## src/rtl/dmem_arbiter_pkg.sv

```systemverilog
// Shared types and defaults for the data-memory arbiter: default widths,
// arbitration state encoding and the read-owner tag encoding.
package dmem_arbiter_pkg;

    localparam int DMEM_DATA_W  = 32;
    localparam int DMEM_ADDR_W  = 32;
    // Wide enough for the largest legal starvation limit (15).
    localparam int STARVE_CNT_W = 4;

    typedef enum logic {
        CPU_PRI   = 1'b0,
        DMA_FORCE = 1'b1
    } arb_state_t;

    typedef enum logic [1:0] {
        OWN_NONE = 2'd0,
        OWN_CPU  = 2'd1,
        OWN_DMA  = 2'd2
    } owner_t;

endpackage

```

## src/rtl/dmem_arbiter_starve_cnt.sv

```systemverilog
// Counts consecutive cycles in which the DMA port asks for the RAM but is
// refused. limit_hit fires on the cycle whose refusal makes the count
// reach STARVE_LIMIT, so the arbiter can force a DMA grant next cycle.
module starve_cnt
    import dmem_arbiter_pkg::*;
#(
    parameter int STARVE_LIMIT = 4
) (
    input  logic clk,
    input  logic rst,
    input  logic dma_req,
    input  logic dma_gnt,
    output logic limit_hit
);

    localparam logic [STARVE_CNT_W-1:0] LIMIT_M1 = STARVE_CNT_W'(STARVE_LIMIT - 1);

    logic                    denied;
    logic [STARVE_CNT_W-1:0] cnt_p0;

    assign denied    = dma_req & ~dma_gnt;
    assign limit_hit = denied & (cnt_p0 == LIMIT_M1);

    // Count refused DMA cycles; any grant or withdrawn request restarts the run.
    always_ff @(posedge clk or posedge rst) begin
        if (rst) begin
            cnt_p0 <= '0;
        end else if (denied) begin
            cnt_p0 <= cnt_p0 + 1'b1;
        end else begin
            cnt_p0 <= '0;
        end
    end

endmodule

```

## src/rtl/dmem_arbiter.sv

```systemverilog
// Two-port arbiter in front of a single synchronous data RAM. The CPU
// pipeline has priority; the DMA/loader port is served when the CPU is
// idle or, after STARVE_LIMIT refused cycles, for one forced cycle.
// Read data returns one cycle after the grant and is steered by a
// registered owner tag.
module dmem_arbiter
    import dmem_arbiter_pkg::*;
#(
    parameter int DATA_W       = DMEM_DATA_W,
    parameter int ADDR_W       = DMEM_ADDR_W,
    parameter int STARVE_LIMIT = 4
) (
    input  logic              i_clk,
    input  logic              i_rst,
    input  logic              i_cpu_req,
    input  logic              i_cpu_we,
    input  logic [ADDR_W-1:0] i_cpu_addr,
    input  logic [DATA_W-1:0] i_cpu_wdata,
    output logic              o_cpu_stall,
    output logic [DATA_W-1:0] o_cpu_rdata,
    output logic              o_cpu_rvalid,
    input  logic              i_dma_req,
    input  logic              i_dma_we,
    input  logic [ADDR_W-1:0] i_dma_addr,
    input  logic [DATA_W-1:0] i_dma_wdata,
    output logic              o_dma_gnt,
    output logic [DATA_W-1:0] o_dma_rdata,
    output logic              o_dma_rvalid,
    output logic [ADDR_W-1:0] o_ram_addr,
    output logic [DATA_W-1:0] o_ram_wdata,
    output logic              o_ram_we,
    input  logic [DATA_W-1:0] i_ram_rdata
);

    arb_state_t        state_p0;
    owner_t            tag_p1;
    logic              cpu_grant;
    logic              dma_grant;
    logic              cpu_own;
    logic              dma_own;
    logic              starve_hit;
    logic              cpu_vld_p1;
    logic              dma_vld_p1;
    logic [DATA_W-1:0] cpu_rdata_p1;
    logic [DATA_W-1:0] dma_rdata_p1;

    starve_cnt #(
        .STARVE_LIMIT(STARVE_LIMIT)
    ) u_starve_cnt (
        .clk      (i_clk),
        .rst      (i_rst),
        .dma_req  (i_dma_req),
        .dma_gnt  (dma_own),
        .limit_hit(starve_hit)
    );

    // Grant decision from current requests and arbitration state; a forced
    // DMA cycle falls back to the CPU if DMA has withdrawn its request.
    always_comb begin
        cpu_grant = 1'b0;
        dma_grant = 1'b0;
        unique case (state_p0)
            CPU_PRI: begin
                cpu_grant = i_cpu_req;
                dma_grant = ~i_cpu_req;
            end
            DMA_FORCE: begin
                cpu_grant = ~i_dma_req;
                dma_grant = 1'b1;
            end
            default: begin
                cpu_grant = i_cpu_req;
                dma_grant = ~i_cpu_req;
            end
        endcase
    end

    assign cpu_own     = i_cpu_req & cpu_grant;
    assign dma_own     = i_dma_req & dma_grant;
    assign o_cpu_stall = i_cpu_req & ~cpu_grant;
    assign o_dma_gnt   = dma_own;

    // Arbitration FSM: one forced DMA cycle after the starvation limit.
    always_ff @(posedge i_clk or posedge i_rst) begin
        if (i_rst) begin
            state_p0 <= CPU_PRI;
        end else begin
            unique case (state_p0)
                CPU_PRI:   state_p0 <= starve_hit ? DMA_FORCE : CPU_PRI;
                DMA_FORCE: state_p0 <= CPU_PRI;
                default:   state_p0 <= CPU_PRI;
            endcase
        end
    end

    // Route the owning requester onto the RAM port; idle port drives zeros.
    always_comb begin
        o_ram_addr  = '0;
        o_ram_wdata = '0;
        o_ram_we    = 1'b0;
        if (cpu_own) begin
            o_ram_addr  = i_cpu_addr;
            o_ram_wdata = i_cpu_wdata;
            o_ram_we    = i_cpu_we;
        end else if (dma_own) begin
            o_ram_addr  = i_dma_addr;
            o_ram_wdata = i_dma_wdata;
            o_ram_we    = i_dma_we;
        end
    end

    // ---- stage p1: RAM read data returns; tag says whose it is ----

    // Remember who issued a read so the returning data can be steered.
    always_ff @(posedge i_clk or posedge i_rst) begin
        if (i_rst) begin
            tag_p1 <= OWN_NONE;
        end else if (cpu_own & ~i_cpu_we) begin
            tag_p1 <= OWN_CPU;
        end else if (dma_own & ~i_dma_we) begin
            tag_p1 <= OWN_DMA;
        end else begin
            tag_p1 <= OWN_NONE;
        end
    end

    assign cpu_vld_p1 = (tag_p1 == OWN_CPU);
    assign dma_vld_p1 = (tag_p1 == OWN_DMA);

    // Capture the last delivered word per port so rdata holds between reads.
    always_ff @(posedge i_clk or posedge i_rst) begin
        if (i_rst) begin
            cpu_rdata_p1 <= '0;
            dma_rdata_p1 <= '0;
        end else begin
            if (cpu_vld_p1) cpu_rdata_p1 <= i_ram_rdata;
            if (dma_vld_p1) dma_rdata_p1 <= i_ram_rdata;
        end
    end

    assign o_cpu_rvalid = cpu_vld_p1;
    assign o_dma_rvalid = dma_vld_p1;
    assign o_cpu_rdata  = cpu_vld_p1 ? i_ram_rdata : cpu_rdata_p1;
    assign o_dma_rdata  = dma_vld_p1 ? i_ram_rdata : dma_rdata_p1;

endmodule

```

## config.mk

```make
export PLATFORM = sky130hd
export DESIGN_NAME = dmem_arbiter
export DESIGN_NICKNAME = d
export VERILOG_FILES = /design/src/rtl/dmem_arbiter_pkg.sv /design/src/rtl/dmem_arbiter_starve_cnt.sv /design/src/rtl/dmem_arbiter.sv
export SDC_FILE = /design/constraint.sdc
export NUM_CORES = 1
export LEC_CHECK = 0
export CAP_MARGIN = 20
export CORE_ASPECT_RATIO = 0.8
export CORE_MARGIN = 3
export CORE_UTILIZATION = 29
export DETAILED_ROUTE_END_ITERATION = 12
export PLACE_DENSITY = 0.77
export SYNTH_ARGS = -nofsm -noshare
export SYNTH_HDL_FRONTEND = slang
export SYNTH_HIERARCHICAL = 1
export SYNTH_SLANG_ARGS = --single-unit
```

## constraint.sdc

```tcl
create_clock -name i_clk -period 1.95 [get_ports i_clk]
set_input_delay 0.2925 -clock i_clk [delete_from_list [all_inputs] [get_ports i_clk]]
set_output_delay 0.2925 -clock i_clk [all_outputs]
set_load 0.01 [all_outputs]
```

==> results.md, run 1 <==
Cells and area:
- Leaving out fill and tap cells, the most frequent cell in the layout is sky130_fd_sc_hd__clkdlybuf4s50_1.
- The post-layout net count is 777.
- The antenna diode count is 0.
- The top cell types in the final layout, fill and taps aside, are 164 x sky130_fd_sc_hd__clkdlybuf4s50_1, 69 x sky130_fd_sc_hd__dfrtp_1, 56 x sky130_fd_sc_hd__buf_6.
- The filler cells instantiated in the layout total 931.
- The fraction of final layout cells with drive strength greater than 1 is 49.3%.
- The synthesis-to-layout area growth is 113%.
- The core occupancy in the finished layout is 64.5%.

Setup path:
- The worst setup path is captured at a primary output.
- For the worst setup path, the data arrival time is around 1.8 ns.
- The worst setup path is launched from a flop.
- In this design, the critical path's most frequently occurring cell is sky130_fd_sc_hd__buf_6.
- The number of buffers and inverters on the critical path is 4.
- The worst endpoint required time is 1.66 ns.
- Among all stages on the critical path, the largest delay is contributed by sky130_fd_sc_hd__dfrtp_2.
- The cell class contributing the biggest share of worst-path delay is buffers and inverters.
- Traced cell by cell, the critical path runs through nand2b_4 -> buf_6 -> buf_16 -> buf_6 -> a32o_1 -> buf_2.
- Along the worst path, the maximum fanout reaches 6.
- For this run, the slowest stage of the critical path takes 0.46 ns.
- The number of cells on the worst reg-to-reg path is 8.
- The kind of critical path is reg2out.
- In this run the number of cells on the critical path is 6.

Power:
- For this design the static power due to leakage is 3.52 nW.
- The worst IR drop on VDD is 0.402 mV.
- Summing internal, switching and leakage power gives approximately 5.7 mW.
- For this design the ratio of total power to cell area is about 760 mW/mm^2.

Clock tree:
- TritonCTS built the clock tree.
- After clock tree synthesis, the flow added hold-fix buffers numbering 0.
- The later pin in the worst-skew pair is clocked with a latency of 0.33 ns.
- CTS saw 71 sinks.
- The clock transition time at the flip-flop clock pins of the worst setup and hold paths is 0.06 ns.
- In this run the deepest clock path goes through 2 buffers.
- The tree is rooted in a sky130_fd_sc_hd__clkbuf_16.
- In this run, CTS created clock tree buffers numbering 9.
- The H-tree was split into 3 levels.

Floorplan:
- During I/O placement, the number of pins put on the boundary was 299.
- The die is 105 microns tall.
- The starting density of the core is 30.3%.
- The placeable core area is 0.0117 sq mm.
- The die outline width is 130 microns.
- The floorplan die area is 0.0136 sq mm.
- The total number of placement rows is 35.

Synth:
- The net count of the mapped netlist is 421.
- A synthesized cell averages 14.0 sq um.
- The register bit count reported by yosys is 71.
- The distinct cell type count after synthesis is 24.
- The main combinational cell family by area after synthesis is multiplexers.
- The combined area of all synthesized cells is ~0.0036 sq mm.
- The gate count after technology mapping is 254.
- The number of warnings issued by yosys is 6.
- The post-synthesis xor/xnor area fraction is less than 1%.
- The share of synthesized area occupied by flip-flops and latches is 50.0%.
- Ranked by total cell area, the synthesized netlist is headed by sky130_fd_sc_hd__dfrtp_1 50%, sky130_fd_sc_hd__mux2_2 20%, sky130_fd_sc_hd__a32o_1 18%.
- The portion of synthesized cell area occupied by the leading cell type is between 40% and 50%.
- The synthesized netlist devotes 0.352% of its cell area to adder and majority cells.
- The mux cell area share after synthesis is roughly a fifth.
- The synthesized-area fraction occupied by ao, oa, aoi and oai cells is 18.6%.
- Summing the areas of all and, or, nand and nor instances in the mapped netlist gives 3.06% of the synthesized area.
- Summed over all instances, the cell type with the most area after synthesis is sky130_fd_sc_hd__dfrtp_1.

Timing:
- Setup repair after global routing could not meet its margin everywhere.
- The total count of hold-check failures in the final report is 0.
- The number of pins with negative max-slew slack in the final report is 0.
- Based on the critical path, the design can be clocked at up to ~480 MHz.
- The total of endpoints with negative setup slack in the final report is between 40 and 50.
- The slack of the critical path is -0.132 ns.
- The minimum period implied by the final worst setup slack is 2.08 ns.
- Measured against its own limit, the worst slew margin works out to approximately two thirds.
- The actual slew at the worst max-slew pin is 0.504 ns.
- In the finished design, the share of the clock period the worst path needs comes to 107%.
- The final worst clock skew is approximately 0.01 ns.

Status:
- The flow ran to the end, but the final reports show violations.
- The final reports fail on negative setup slack.

Min path:
- The path category of the worst min-delay check is in2async.

Global route:
- The first global-routing pass estimated 25,300 microns of wire.
- In the global route stage, overall resource usage came out at roughly a quarter.
- The via count of the first global-routing pass was between 4k and 5k.
- For this run the aggregate overflow at the end of global routing stands at 0.
- Entering global routing, the biggest net connects 54 pins.
- The initial antenna violation count was 3.

Route:
- The first detailed-routing pass ran for 5 iterations.
- The DRC violations left is 0.
- The routed length per instance is 24.6 microns.
- Wires add up to 18,800 microns.
- The number of nets with antenna violations after routing is 0.
- The total number of vias is 4,044.
- The via count normalized by instance count is 5.30.
- The violation count after the first detailed-routing iteration is 303.

Place:
- Summed over all nets, the half-perimeter wirelength after detailed placement is roughly 14,000 microns.
- The count of buffers added on input and output ports is 298.
- At the end of routability-driven placement, the weighted congestion stood at 1.10.
- Before CTS, the worst setup slack after placement is -0.358 ns.

Job:
- The reported max-cap violation count is 0.
[worst paths after layout]
path                                        start                      to  slack [ns]
setup reg to reg                         state_p0                state_p0        0.10
min in group i_clk         u_starve_cnt/cnt_p0[0]  u_starve_cnt/cnt_p0[0]        0.47
hold / removal                              i_rst  u_starve_cnt/cnt_p0[2]        0.23
setup / recovery                         state_p0          o_ram_addr[20]       -0.13
hold reg to reg            u_starve_cnt/cnt_p0[0]  u_starve_cnt/cnt_p0[0]        0.47
max in group asynchronous                   i_rst               tag_p1[1]        1.09
[per-layer routing]
metal,global-route usage (%),routed length (microns),vias to the layer above
met5,0,34,-
met4,9.27,687,6
met3,7.92,1660,44
met2,43.7,9720,246
met1,28.0,6690,2018
li1,-,-,1730
[registers in the layout, indices dropped and copies added, names as in the netlist]
name	cells
dma_rdata_p1	32
cpu_rdata_p1	32
u_starve_cnt/cnt_p0	4
state_p0	1
tag_p1	2
[stage by stage]
stage	std cells	instance area [sq um]	hold WS (ns)	TNS (ns)
floorplan	254	3560	0.0586	0
global route	763	7570	0.241	-4.66
detailed placement	695	6780	0.461	-20.64
finish	763	7570	0.229	-1.39
global placement	695	6780	0.442	-21.21
CTS	728	7240	0.224	-8.26
[cells by family (layout without fill, tap and decap cells)]
logic type               after synthesis  after routing
flip-flops                            71             71
AO/OA/AOI/OAI                         66             66
multiplexers                          65             65
buffers and inverters                 34            394
AND/OR/NAND/NOR                       16             17
adder cells (fa/ha/maj)                1              1
XOR/XNOR                               1              1
[synthesized netlist by cell type]
cell / count
sky130_fd_sc_hd__a32o_1: 65
sky130_fd_sc_hd__nand2b_1: 2
sky130_fd_sc_hd__clkbuf_1: 6
sky130_fd_sc_hd__xnor2_1: 1
sky130_fd_sc_hd__and3_1: 1
sky130_fd_sc_hd__nor2_1: 3
sky130_fd_sc_hd__nand3b_1: 1
sky130_fd_sc_hd__mux2i_1: 1
sky130_fd_sc_hd__buf_4: 2
sky130_fd_sc_hd__buf_6: 15
sky130_fd_sc_hd__nand2b_4: 1
sky130_fd_sc_hd__or3b_1: 1
sky130_fd_sc_hd__and3b_1: 1
sky130_fd_sc_hd__ha_1: 1
sky130_fd_sc_hd__nand3_1: 1
sky130_fd_sc_hd__mux2_2: 64
sky130_fd_sc_hd__a21boi_2: 1
sky130_fd_sc_hd__and2_1: 1
sky130_fd_sc_hd__inv_1: 4
sky130_fd_sc_hd__nor2b_1: 2
sky130_fd_sc_hd__dfrtp_1: 71
sky130_fd_sc_hd__buf_2: 7
sky130_fd_sc_hd__nor4b_1: 1
sky130_fd_sc_hd__and2b_1: 1
[layout make-up]
class / count / area (sq um) / area share (%)
clock inverters: 4 / 77.6 / 1.02
clock buffers: 12 / 256 / 3.39
inverters: 4 / 18.8 / 0.248
well taps: 148 / 185 / 2.45
flip-flops and latches: 71 / 1780 / 23.5
repair buffers: 374 / 3560 / 47.0
multi-input cells: 150 / 1690 / 22.4
[repair_timing]
action	4_1_cts	5_1_grt
setup buffers	14	29
pin swaps	12	23
gates cloned	3	7
resized for setup	364	223
setup endpoints to repair	131	127
[where the power goes]
group / internal, mW / switching, mW / total, mW
registers: 1.74 / 0.0801 / 1.82
clock network: 1.19 / 0.590 / 1.78
logic: 1.25 / 0.881 / 2.13
(Power assumes the default switching activity.)
==> run 2, diff against run 1 <==
- CAP_MARGIN: 20 -> 10
==> results of run 2 <==
No change in the layout: final DEF, timing and power equal those of run 1.
